## src/rtl/cd_config_mc.sv

```systemverilog
// cd_config_mc: per-channel clock-divider limit registers written over a config bus.
// New limits are applied only at the addressed divider's period boundary, so no clock glitches.
// Latency: a commit at edge M updates lim at M; upd is a registered pulse for the cycle after M.
// Backpressure: c_ready drops only when the addressed channel still holds an uncommitted write.
//
// Ports:
//   clk, rst_n       clock, asynchronous active-low reset
//   c_addr/c_data    channel select (k -> channel k-1, 0 and >NUM_CH unmapped) / new limit
//   c_valid/c_ready  write handshake; c_ready is combinational from c_addr and channel state
//   ch_tick          per-channel period-end pulse from the divider bank
//   lim              packed active limits, channel i at [i*WIDTH_LIMIT +: WIDTH_LIMIT]
//   upd              one-cycle pulse after a channel's limit is (re)loaded
//   ch_busy          channel holds an uncommitted write
//
// Optional build macro CD_CONFIG_STATUS_EN adds err_sticky / to_sticky status outputs;
// with it, a write to address 0 clears the sticky bits selected by c_data.

module cd_config_mc #(
    parameter int                              NUM_CH            = 4,
    parameter int                              WIDTH_CONFIG_ADDR = 4,
    parameter int                              WIDTH_LIMIT       = 16,
    parameter logic [NUM_CH*WIDTH_LIMIT-1:0]   RESET_LIMIT       = {NUM_CH{16'd2604}},
    parameter int                              TIMEOUT           = 1024,
    parameter int                              WIDTH_TO          = 11
) (
    input  logic                            clk,
    input  logic                            rst_n,
    input  logic [WIDTH_CONFIG_ADDR-1:0]    c_addr,
    input  logic [WIDTH_LIMIT-1:0]          c_data,
    input  logic                            c_valid,
    output logic                            c_ready,
    input  logic [NUM_CH-1:0]               ch_tick,
    output logic [NUM_CH*WIDTH_LIMIT-1:0]   lim,
    output logic [NUM_CH-1:0]               upd,
    output logic [NUM_CH-1:0]               ch_busy
`ifdef CD_CONFIG_STATUS_EN
    ,
    output logic [NUM_CH-1:0]               err_sticky,
    output logic [NUM_CH-1:0]               to_sticky
`endif
);

    typedef enum logic {
        ST_IDLE = 1'b0,
        ST_PEND = 1'b1
    } st_e;

    // Last counter value before a forced commit; unused when TIMEOUT is 0.
    localparam logic [WIDTH_TO-1:0] TO_LAST = WIDTH_TO'((TIMEOUT > 0) ? (TIMEOUT - 1) : 0);
    localparam logic [WIDTH_TO-1:0] TO_MAX  = '1;

    st_e                    state_q [NUM_CH];
    st_e                    state_d [NUM_CH];
    logic [WIDTH_LIMIT-1:0] pend_q  [NUM_CH];
    logic [WIDTH_LIMIT-1:0] pend_d  [NUM_CH];
    logic [WIDTH_LIMIT-1:0] lim_q   [NUM_CH];
    logic [WIDTH_LIMIT-1:0] lim_d   [NUM_CH];
    logic [WIDTH_TO-1:0]    to_q    [NUM_CH];
    logic [WIDTH_TO-1:0]    to_d    [NUM_CH];
    logic [NUM_CH-1:0]      upd_q;
    logic [NUM_CH-1:0]      upd_d;

    logic [NUM_CH-1:0]      sel;      // one-hot channel decode of c_addr
    logic [NUM_CH-1:0]      busy;
    logic [NUM_CH-1:0]      acc;      // write accepted into channel
    logic [NUM_CH-1:0]      to_hit;   // timeout expires this cycle
    logic [NUM_CH-1:0]      commit;
    logic [WIDTH_LIMIT-1:0] clamp_data;

    // ------------------------------------------------------------------
    // Address decode and handshake
    // ------------------------------------------------------------------
    always_comb begin
        sel  = '0;
        busy = '0;
        for (int i = 0; i < NUM_CH; i++) begin
            sel[i]  = (c_addr == WIDTH_CONFIG_ADDR'(i + 1));
            busy[i] = (state_q[i] == ST_PEND);
        end
    end

    // Unmapped addresses always handshake so the bus never stalls on a bad address.
    assign c_ready    = ~|(sel & busy);
    assign acc        = {NUM_CH{c_valid}} & sel & ~busy;
    // A zero limit would stall the divider, so it is stored as 1.
    assign clamp_data = (c_data == '0) ? WIDTH_LIMIT'(1) : c_data;

    always_comb begin
        to_hit = '0;
        commit = '0;
        for (int i = 0; i < NUM_CH; i++) begin
            to_hit[i] = (TIMEOUT != 0) && busy[i] && (to_q[i] == TO_LAST);
            // Ticks only count in PENDING; a tick coinciding with the accept is ignored.
            commit[i] = busy[i] && (ch_tick[i] || to_hit[i]);
        end
    end

    // ------------------------------------------------------------------
    // FSM: state register
    // ------------------------------------------------------------------
    always_ff @(posedge clk or negedge rst_n) begin
        if (!rst_n) begin
            for (int i = 0; i < NUM_CH; i++) state_q[i] <= ST_IDLE;
        end else begin
            for (int i = 0; i < NUM_CH; i++) state_q[i] <= state_d[i];
        end
    end

    // ------------------------------------------------------------------
    // FSM: next-state logic
    // ------------------------------------------------------------------
    always_comb begin
        for (int i = 0; i < NUM_CH; i++) begin
            state_d[i] = state_q[i];
            unique case (state_q[i])
                ST_IDLE: if (acc[i])    state_d[i] = ST_PEND;
                ST_PEND: if (commit[i]) state_d[i] = ST_IDLE;
                default:                state_d[i] = ST_IDLE;
            endcase
        end
    end

    // ------------------------------------------------------------------
    // FSM: outputs
    // ------------------------------------------------------------------
    always_comb begin
        ch_busy = '0;
        lim     = '0;
        for (int i = 0; i < NUM_CH; i++) begin
            ch_busy[i]                         = (state_q[i] == ST_PEND);
            lim[i*WIDTH_LIMIT +: WIDTH_LIMIT]  = lim_q[i];
        end
    end

    assign upd = upd_q;

    // ------------------------------------------------------------------
    // Datapath next-state
    // ------------------------------------------------------------------
    always_comb begin
        for (int i = 0; i < NUM_CH; i++) begin
            pend_d[i] = pend_q[i];
            lim_d[i]  = lim_q[i];
            to_d[i]   = to_q[i];
            if (acc[i]) begin
                pend_d[i] = clamp_data;
                to_d[i]   = '0;
            end else if (busy[i] && (to_q[i] != TO_MAX)) begin
                to_d[i]   = to_q[i] + WIDTH_TO'(1);
            end
            if (commit[i]) begin
                lim_d[i]  = pend_q[i];
            end
        end
        // Reloading an identical value still restarts the divider.
        upd_d = commit;
    end

    always_ff @(posedge clk or negedge rst_n) begin
        if (!rst_n) begin
            for (int i = 0; i < NUM_CH; i++) begin
                pend_q[i] <= '0;
                lim_q[i]  <= RESET_LIMIT[i*WIDTH_LIMIT +: WIDTH_LIMIT];
                to_q[i]   <= '0;
            end
            upd_q <= '0;
        end else begin
            for (int i = 0; i < NUM_CH; i++) begin
                pend_q[i] <= pend_d[i];
                lim_q[i]  <= lim_d[i];
                to_q[i]   <= to_d[i];
            end
            upd_q <= upd_d;
        end
    end

`ifdef CD_CONFIG_STATUS_EN
    // ------------------------------------------------------------------
    // Sticky status: a set in the same cycle as a clear wins.
    // ------------------------------------------------------------------
    logic [NUM_CH-1:0] err_q, err_d, tos_q, tos_d;
    logic [NUM_CH-1:0] clr;

    always_comb begin
        clr = '0;
        for (int i = 0; i < NUM_CH; i++) begin
            clr[i] = c_valid && (c_addr == '0) && c_data[i];
        end
        err_d = (err_q & ~clr) | ({NUM_CH{c_valid}} & sel & busy);
        // Only a commit that the tick did not cause counts as forced.
        tos_d = (tos_q & ~clr) | (to_hit & ~ch_tick);
    end

    always_ff @(posedge clk or negedge rst_n) begin
        if (!rst_n) begin
            err_q <= '0;
            tos_q <= '0;
        end else begin
            err_q <= err_d;
            tos_q <= tos_d;
        end
    end

    assign err_sticky = err_q;
    assign to_sticky  = tos_q;
`endif

endmodule

```

## config.mk

```make
export PLATFORM = sky130hd
export DESIGN_NAME = cd_config_mc
export DESIGN_NICKNAME = d
export VERILOG_FILES = /design/src/rtl/cd_config_mc.sv
export SDC_FILE = /design/constraint.sdc
export NUM_CORES = 1
export LEC_CHECK = 0
export BUFFER_PORTS_ARGS = -buffer_cell sky130_fd_sc_hd__buf_4
export CAP_MARGIN = 20
export CORE_MARGIN = 2
export CORE_UTILIZATION = 62
export DETAILED_ROUTE_END_ITERATION = 8
export GPL_TIMING_DRIVEN = 1
export PLACE_DENSITY_LB_ADDON = 0.1
export SYNTH_ARGS = -nofsm -noshare
export SYNTH_HDL_FRONTEND = slang
export SYNTH_SLANG_ARGS = --single-unit
```

## constraint.sdc

```tcl
create_clock -name clk -period 4.3 [get_ports clk]
set_input_delay 0.645 -clock clk [delete_from_list [all_inputs] [get_ports clk]]
set_output_delay 0.645 -clock clk [all_outputs]
set_load 0.03 [all_outputs]
```

==> flow_metrics.tcl, run 1 <==
set metrics [dict create \
    grt_use_total_pct 27.2 \
    required_ns 3.65 \
    cts-root-buf "clkbuf_16" \
    cts_tree "built" \
    clock_latency_ns 0.43 \
    timing.final.hold_violations 0 \
    clkSinkCount 180 \
    core_um2 12100 \
    ant_nets 0 \
    tightest_slew_ns 1.10 \
    outcome "finished, final reports clean" \
    synth.distinct_cells 57 \
    yosys_warnings 0 \
    finalClockSkew_ns 0.00983 \
    fin_crit_ns 2.52 \
    vias 5449 \
    max-cap-violations 0 \
    cts.hold.buffers_added 0 \
    grt_max_degree 88 \
    fin_cells 941 \
    syn-num-nets 692 \
    crit_type "flop to output port" \
    final_util_pct 76.3 \
    fp.dieH_um 116 \
    worst_setup_path_end_kind "output port" \
    synth_mux_area_share_pct 15.2 \
    endpoint "c_ready" \
    arrival_ns 1.88 \
    drc 0 \
    synth-xor-area-share_pct 0.451 \
    cts_resized 0 \
    wl_per_cell_um 18.2 \
    synth_adder_area_share_pct 0.644 \
    fp.dieW_um 116 \
    timing.hold.ws_ns 0.285 \
    synth_top_family_by_area "simple AND/OR/NAND/NOR gates" \
    p_per_area_nw_per_um2 574 \
    setup_viol 0 \
    grt_pass1_wl_mm 27.5 \
    drive_gt1_share_pct 32.1 \
    antennaDiodeCount 0 \
    synth-compound-area-share_pct 4.88 \
    worst_r2r_path_depth 5 \
    dpl.hpwl_mm 11.3 \
    rows 40 \
    dieArea_um2 13400 \
    clk_pin_slew_ns 0.06 \
    post_cts_buffers 0 \
    viasPerCell 5.79 \
    htreeDepth 4 \
    ios 100 \
    reg2reg_from "to_q[0]$_DFFE_PN0P_" \
    rsz0062_at_grt "no" \
    fin_tns_setup_ns 0 \
    r2r_slack_ns 1.96 \
    leakagePower_uw 0.00471 \
    place_congestion 0.872 \
    final_cell_mix "nand2_1, dfrtp_1, buf_4" \
    slew_violations 0 \
    yosys.area_share.simple_pct 18.0 \
    nets 791 \
    final_common_cell "nand2_1" \
    grt_antenna_before_repair 0 \
    dp_cells 906 \
    seq_area_frac_synth_pct 58.3 \
    timing.rr.end "lim[52]$_DFFE_PN0P_" \
    grt_pass1_vias 5429 \
    drt_iter0_markers 405 \
    cts.path.max_buffers 2 \
    io_buffers 99 \
    syn_to_final_growth_pct 18.8 \
    cp-start-kind "flop" \
    drt-pass1-iter-count 5 \
    min_path_type "input port to asynchronous set/reset pin" \
    drt-total-wl_mm 17.2 \
    synth.avg_cell_area_um2 11.8 \
    ys_ff_latch 180 \
    synth_cells 661 \
    start_util_pct 64.2 \
    cts_made_buffers 17 \
    ir_drop_uv 359 \
    critPathMaxFanout 11 \
    max_freq_ghz 0.397 \
    post-route-period-util_pct 58.6 \
    worstSetupStartpoint "ch_busy[2]$_DFF_PN0_" \
    overflow 0 \
    synth_area_um2 7770 \
    slew_headroom_pct 26.5 \
]
[kinds of logic (layout without fill, tap and decap cells)]
| kind of cell | Yosys count | after routing |
|---|---|---|
| xor gates and xnor gates | 4 | 4 |
| muxes | 95 | 95 |
| and+or+nand+nor | 289 | 289 |
| buffers and inverters | 35 | 147 |
| AOI/OAI and AO/OA | 54 | 54 |
| adders and majority gates | 4 | 4 |
| DFF | 180 | 180 |
[metal layers]
metal	global-route usage (%)	vias up	part of all wire [%]
met5	0	-	0
met4	11.2	0	2.1
met3	6.96	24	6.4
met2	43.5	161	49
met1	36.0	2763	43
li1	-	2501	-
[Yosys cell counts (all sizes together)]
cell | instances | area [um2]
a211oi | 1 | 7.51
a21boi | 1 | 7.51
a21oi | 7 | 35.0
a311oi | 2 | 17.5
a31o | 3 | 26.3
a31oi | 4 | 25.0
a41oi | 5 | 51.3
and2 | 9 | 56.3
and3 | 12 | 75.1
and4 | 10 | 87.6
buf | 15 | 118
clkbuf | 11 | 41.3
dfrtp | 160 | 4000
dfstp | 20 | 526
ha | 4 | 50.1
inv | 9 | 33.8
mux2 | 79 | 1020
mux2i | 16 | 160
nand2 | 180 | 676
nand2b | 4 | 32.5
nand3 | 16 | 85.1
nand3b | 2 | 15.0
nand4 | 10 | 75.1
nand4bb | 1 | 11.3
nor2 | 16 | 60.1
nor2b | 2 | 12.5
nor3 | 9 | 50.1
nor3b | 2 | 15.0
nor4 | 6 | 82.6
nor4b | 1 | 8.76
o2111ai | 1 | 8.76
o211a | 2 | 20.0
o211ai | 2 | 15.0
o21ai | 18 | 101
o22ai | 1 | 6.26
o311ai | 2 | 17.5
o31ai | 3 | 22.5
o41ai | 2 | 17.5
or2 | 1 | 6.26
or3 | 7 | 43.8
or3b | 1 | 8.76
xnor2 | 1 | 8.76
xor2 | 3 | 26.3
[flip-flops by register name, indices dropped and copies added (netlist names)]
signal and cells:
to_q 44, pend_q 64, lim 64, ch_busy 4, upd 4
[critical path: stages, from the launching register on]
cell,delay (ns)
dfrtp_1,0.62
mux2i_1,0.16
nor2_1,0.15
a21oi_1,0.08
or2_2,0.28
buf_4,0.17
[worst min path at each step]
stage	endpoint	cells past startpoint	startpoint
after floorplan	ch_busy[0]$_DFF_PN0_	0	rst_n
after global placement	pend_q[54]$_DFFE_PN0P_	2	pend_q[54]$_DFFE_PN0P_
after detailed placement	pend_q[51]$_DFFE_PN0P_	2	pend_q[51]$_DFFE_PN0P_
after CTS	lim[42]$_DFFE_PN0P_	1	rst_n
after global routing	lim[42]$_DFFE_PN0P_	1	rst_n
final	pend_q[25]$_DFFE_PN0P_	1	rst_n
[cell type report]
type,instances,area [um2]
Clock buffer,23,478
Timing Repair Buffer,106,831
Tap cell,168,210
Multi-Input combinational cell,446,3050
Clock inverter,9,103
Fill cell,801,2880
Inverter,9,33.8
Sequential cell,180,4530
[power by group]
group | internal, uW | switching (uW) | leakage, uW
Combinational | 585 | 717 | 0.00215
Sequential | 2150 | 334 | 0.00228
Clock | 898 | 616 | 0.000279
[per-stage QoR]
stage | cell area, um2 | setup WS, ns | total power (uW)
after floorplan | 7770 | 2.26 | 3270
after global placement | 8600 | 1.91 | 3730
after detailed placement | 8600 | 1.85 | 3800
after CTS | 9180 | 1.77 | 5330
after global routing | 9240 | 1.69 | 5560
final | 9240 | 1.78 | 5300
(Power assumes the default switching activity.)
==> run 2: changes to the inputs <==
Settings changed: CORE_UTILIZATION 62 to 58.
Clock period 4.3 ns to 2.4 ns, I/O delays scaled along.
==> run 2 against run 1 <==
  * Global-route usage decreased by 2.5 points
  * Cell count grew 1.7%
  * Critical path depth stayed put
  * Design area up 1.6%
  * Sequential share of layout area down 0.75 points
  * Flip-flop and latch count stayed put
  * Register-to-register slack lost 1.6 ns
  * Core utilization shrank 5.1 points
  * Routed wire length shrank 1.2%
  * Largest power group unchanged
  * Worst setup slack worse by 1.5 ns
  * Worst hold slack worse by 0.15 ns
  * Via count fell by 0.79%
==> flow_metrics.tcl, run 2 (synthesized netlist as in run 1, its figures left out) <==
set metrics [dict create \
    min_path_type "input port to flop" \
    drc 0 \
    critPathMaxFanout 11 \
    leakagePower_uw 0.00479 \
    dieArea_um2 14300 \
    grt_max_degree 68 \
    worst_r2r_path_depth 5 \
    max_freq_ghz 0.463 \
    cp-start-kind "flop" \
    arrival_ns 1.80 \
    fin_tns_setup_ns 0 \
    finalClockSkew_ns 0.00568 \
    ir_drop_uv 637 \
    htreeDepth 4 \
    post-route-period-util_pct 90.0 \
    tightest_slew_ns 0.677 \
    drt_iter0_markers 391 \
    fin_crit_ns 2.16 \
    nets 800 \
    io_buffers 99 \
    final_util_pct 71.1 \
    cts_resized 0 \
    setup_viol 0 \
    final_cell_mix "nand2_1, dfrtp_1, buf_4" \
    slew_violations 0 \
    cts_made_buffers 17 \
    rsz0062_at_grt "no" \
    timing.final.hold_violations 0 \
    required_ns 2.04 \
    cts-root-buf "clkbuf_16" \
    cts_tree "built" \
    dpl.hpwl_mm 11.5 \
    outcome "finished, final reports clean" \
    drt-pass1-iter-count 5 \
    grt_antenna_before_repair 0 \
    rows 42 \
    crit_type "flop to output port" \
    grt_pass1_vias 5340 \
    place_congestion 0.840 \
    clkSinkCount 180 \
    drive_gt1_share_pct 32.8 \
    final_common_cell "nand2_1" \
    syn_to_final_growth_pct 20.7 \
    wl_per_cell_um 17.7 \
    max-cap-violations 0 \
    antennaDiodeCount 0 \
    clk_pin_slew_ns 0.06 \
    clock_latency_ns 0.42 \
    overflow 0 \
    core_um2 13200 \
    p_per_area_nw_per_um2 1030 \
    ios 100 \
    cts.path.max_buffers 2 \
    fp.dieW_um 120 \
    grt_pass1_wl_mm 27.3 \
    whs_path_depth 2 \
    drt-total-wl_mm 16.9 \
    vias 5406 \
    worst_setup_path_end_kind "output port" \
    viasPerCell 5.65 \
    grt_use_total_pct 24.7 \
    slew_headroom_pct 54.1 \
    ant_nets 0 \
    n_fill_cell 945 \
    fp.dieH_um 120 \
    start_util_pct 58.9 \
]
[run 2: per-stage QoR]
step | setup slack (ns) | power (uW) | instances | cell area [um2] | hold slack, ns
floorplan | 0.534 | 5860 | 661 | 7770 | 0.0644
global route | 0.176 | 10100 | 957 | 9380 | 0.131
CTS | 0.237 | 9760 | 957 | 9380 | 0.123
global placement | 0.501 | 6720 | 925 | 8740 | 0.400
detailed placement | 0.447 | 6830 | 925 | 8740 | 0.405
finish | 0.240 | 9700 | 957 | 9380 | 0.132
[run 2: critical path, stage by stage, from the launching register on]
cell and delay [ns]:
dfrtp_1 0.62, mux2i_1 0.15, nor2_1 0.11, a21oi_1 0.06, or2_2 0.27, buf_4 0.17
[run 2: worst paths after layout]
check,startpoint,endpoint,slack (ns)
setup / recovery,ch_busy[2]$_DFF_PN0_,c_ready,0.24
hold / removal,ch_tick[3],ch_busy[3]$_DFF_PN0_,0.13
setup reg to reg,to_q[33]$_DFFE_PN0P_,lim[0]$_DFFE_PN0P_,0.41
hold reg to reg,pend_q[53]$_DFFE_PN0P_,pend_q[53]$_DFFE_PN0P_,0.47
max in group asynchronous,rst_n,lim[18]$_DFFE_PN1P_,1.12
min in group asynchronous,rst_n,to_q[18]$_DFFE_PN0P_,0.49
[run 2: metal layers]
layer / vias to the layer above / track usage (%) / wire length (um)
met5: - / 0 / 0
met2: 169 / 40.5 / 8350
met4: 0 / 7.87 / 239
met1: 2701 / 33.3 / 7370
met3: 24 / 5.18 / 984
li1: 2512 / - / -
[run 2: final cells by class]
class	count	area, um2	area share [%]
sequential	180	4530	48.3
multi-input combinational	446	3050	32.5
timing repair buffer	115	920	9.81
clock buffer	22	474	5.06
tap	176	220	2.35
clock inverter	9	151	1.61
inverter	9	33.8	0.360
[run 2: what timing repair did]
action,CTS,global route
hold buffers,1,0
setup buffers,0,0
endpoints found under the hold margin,55,0
[run 2: power breakdown]
group / total [uW] / internal, uW / switching, uW
clock: 2920 / 1820 / 1100
combinational: 2330 / 1060 / 1270
sequential: 4460 / 3860 / 600
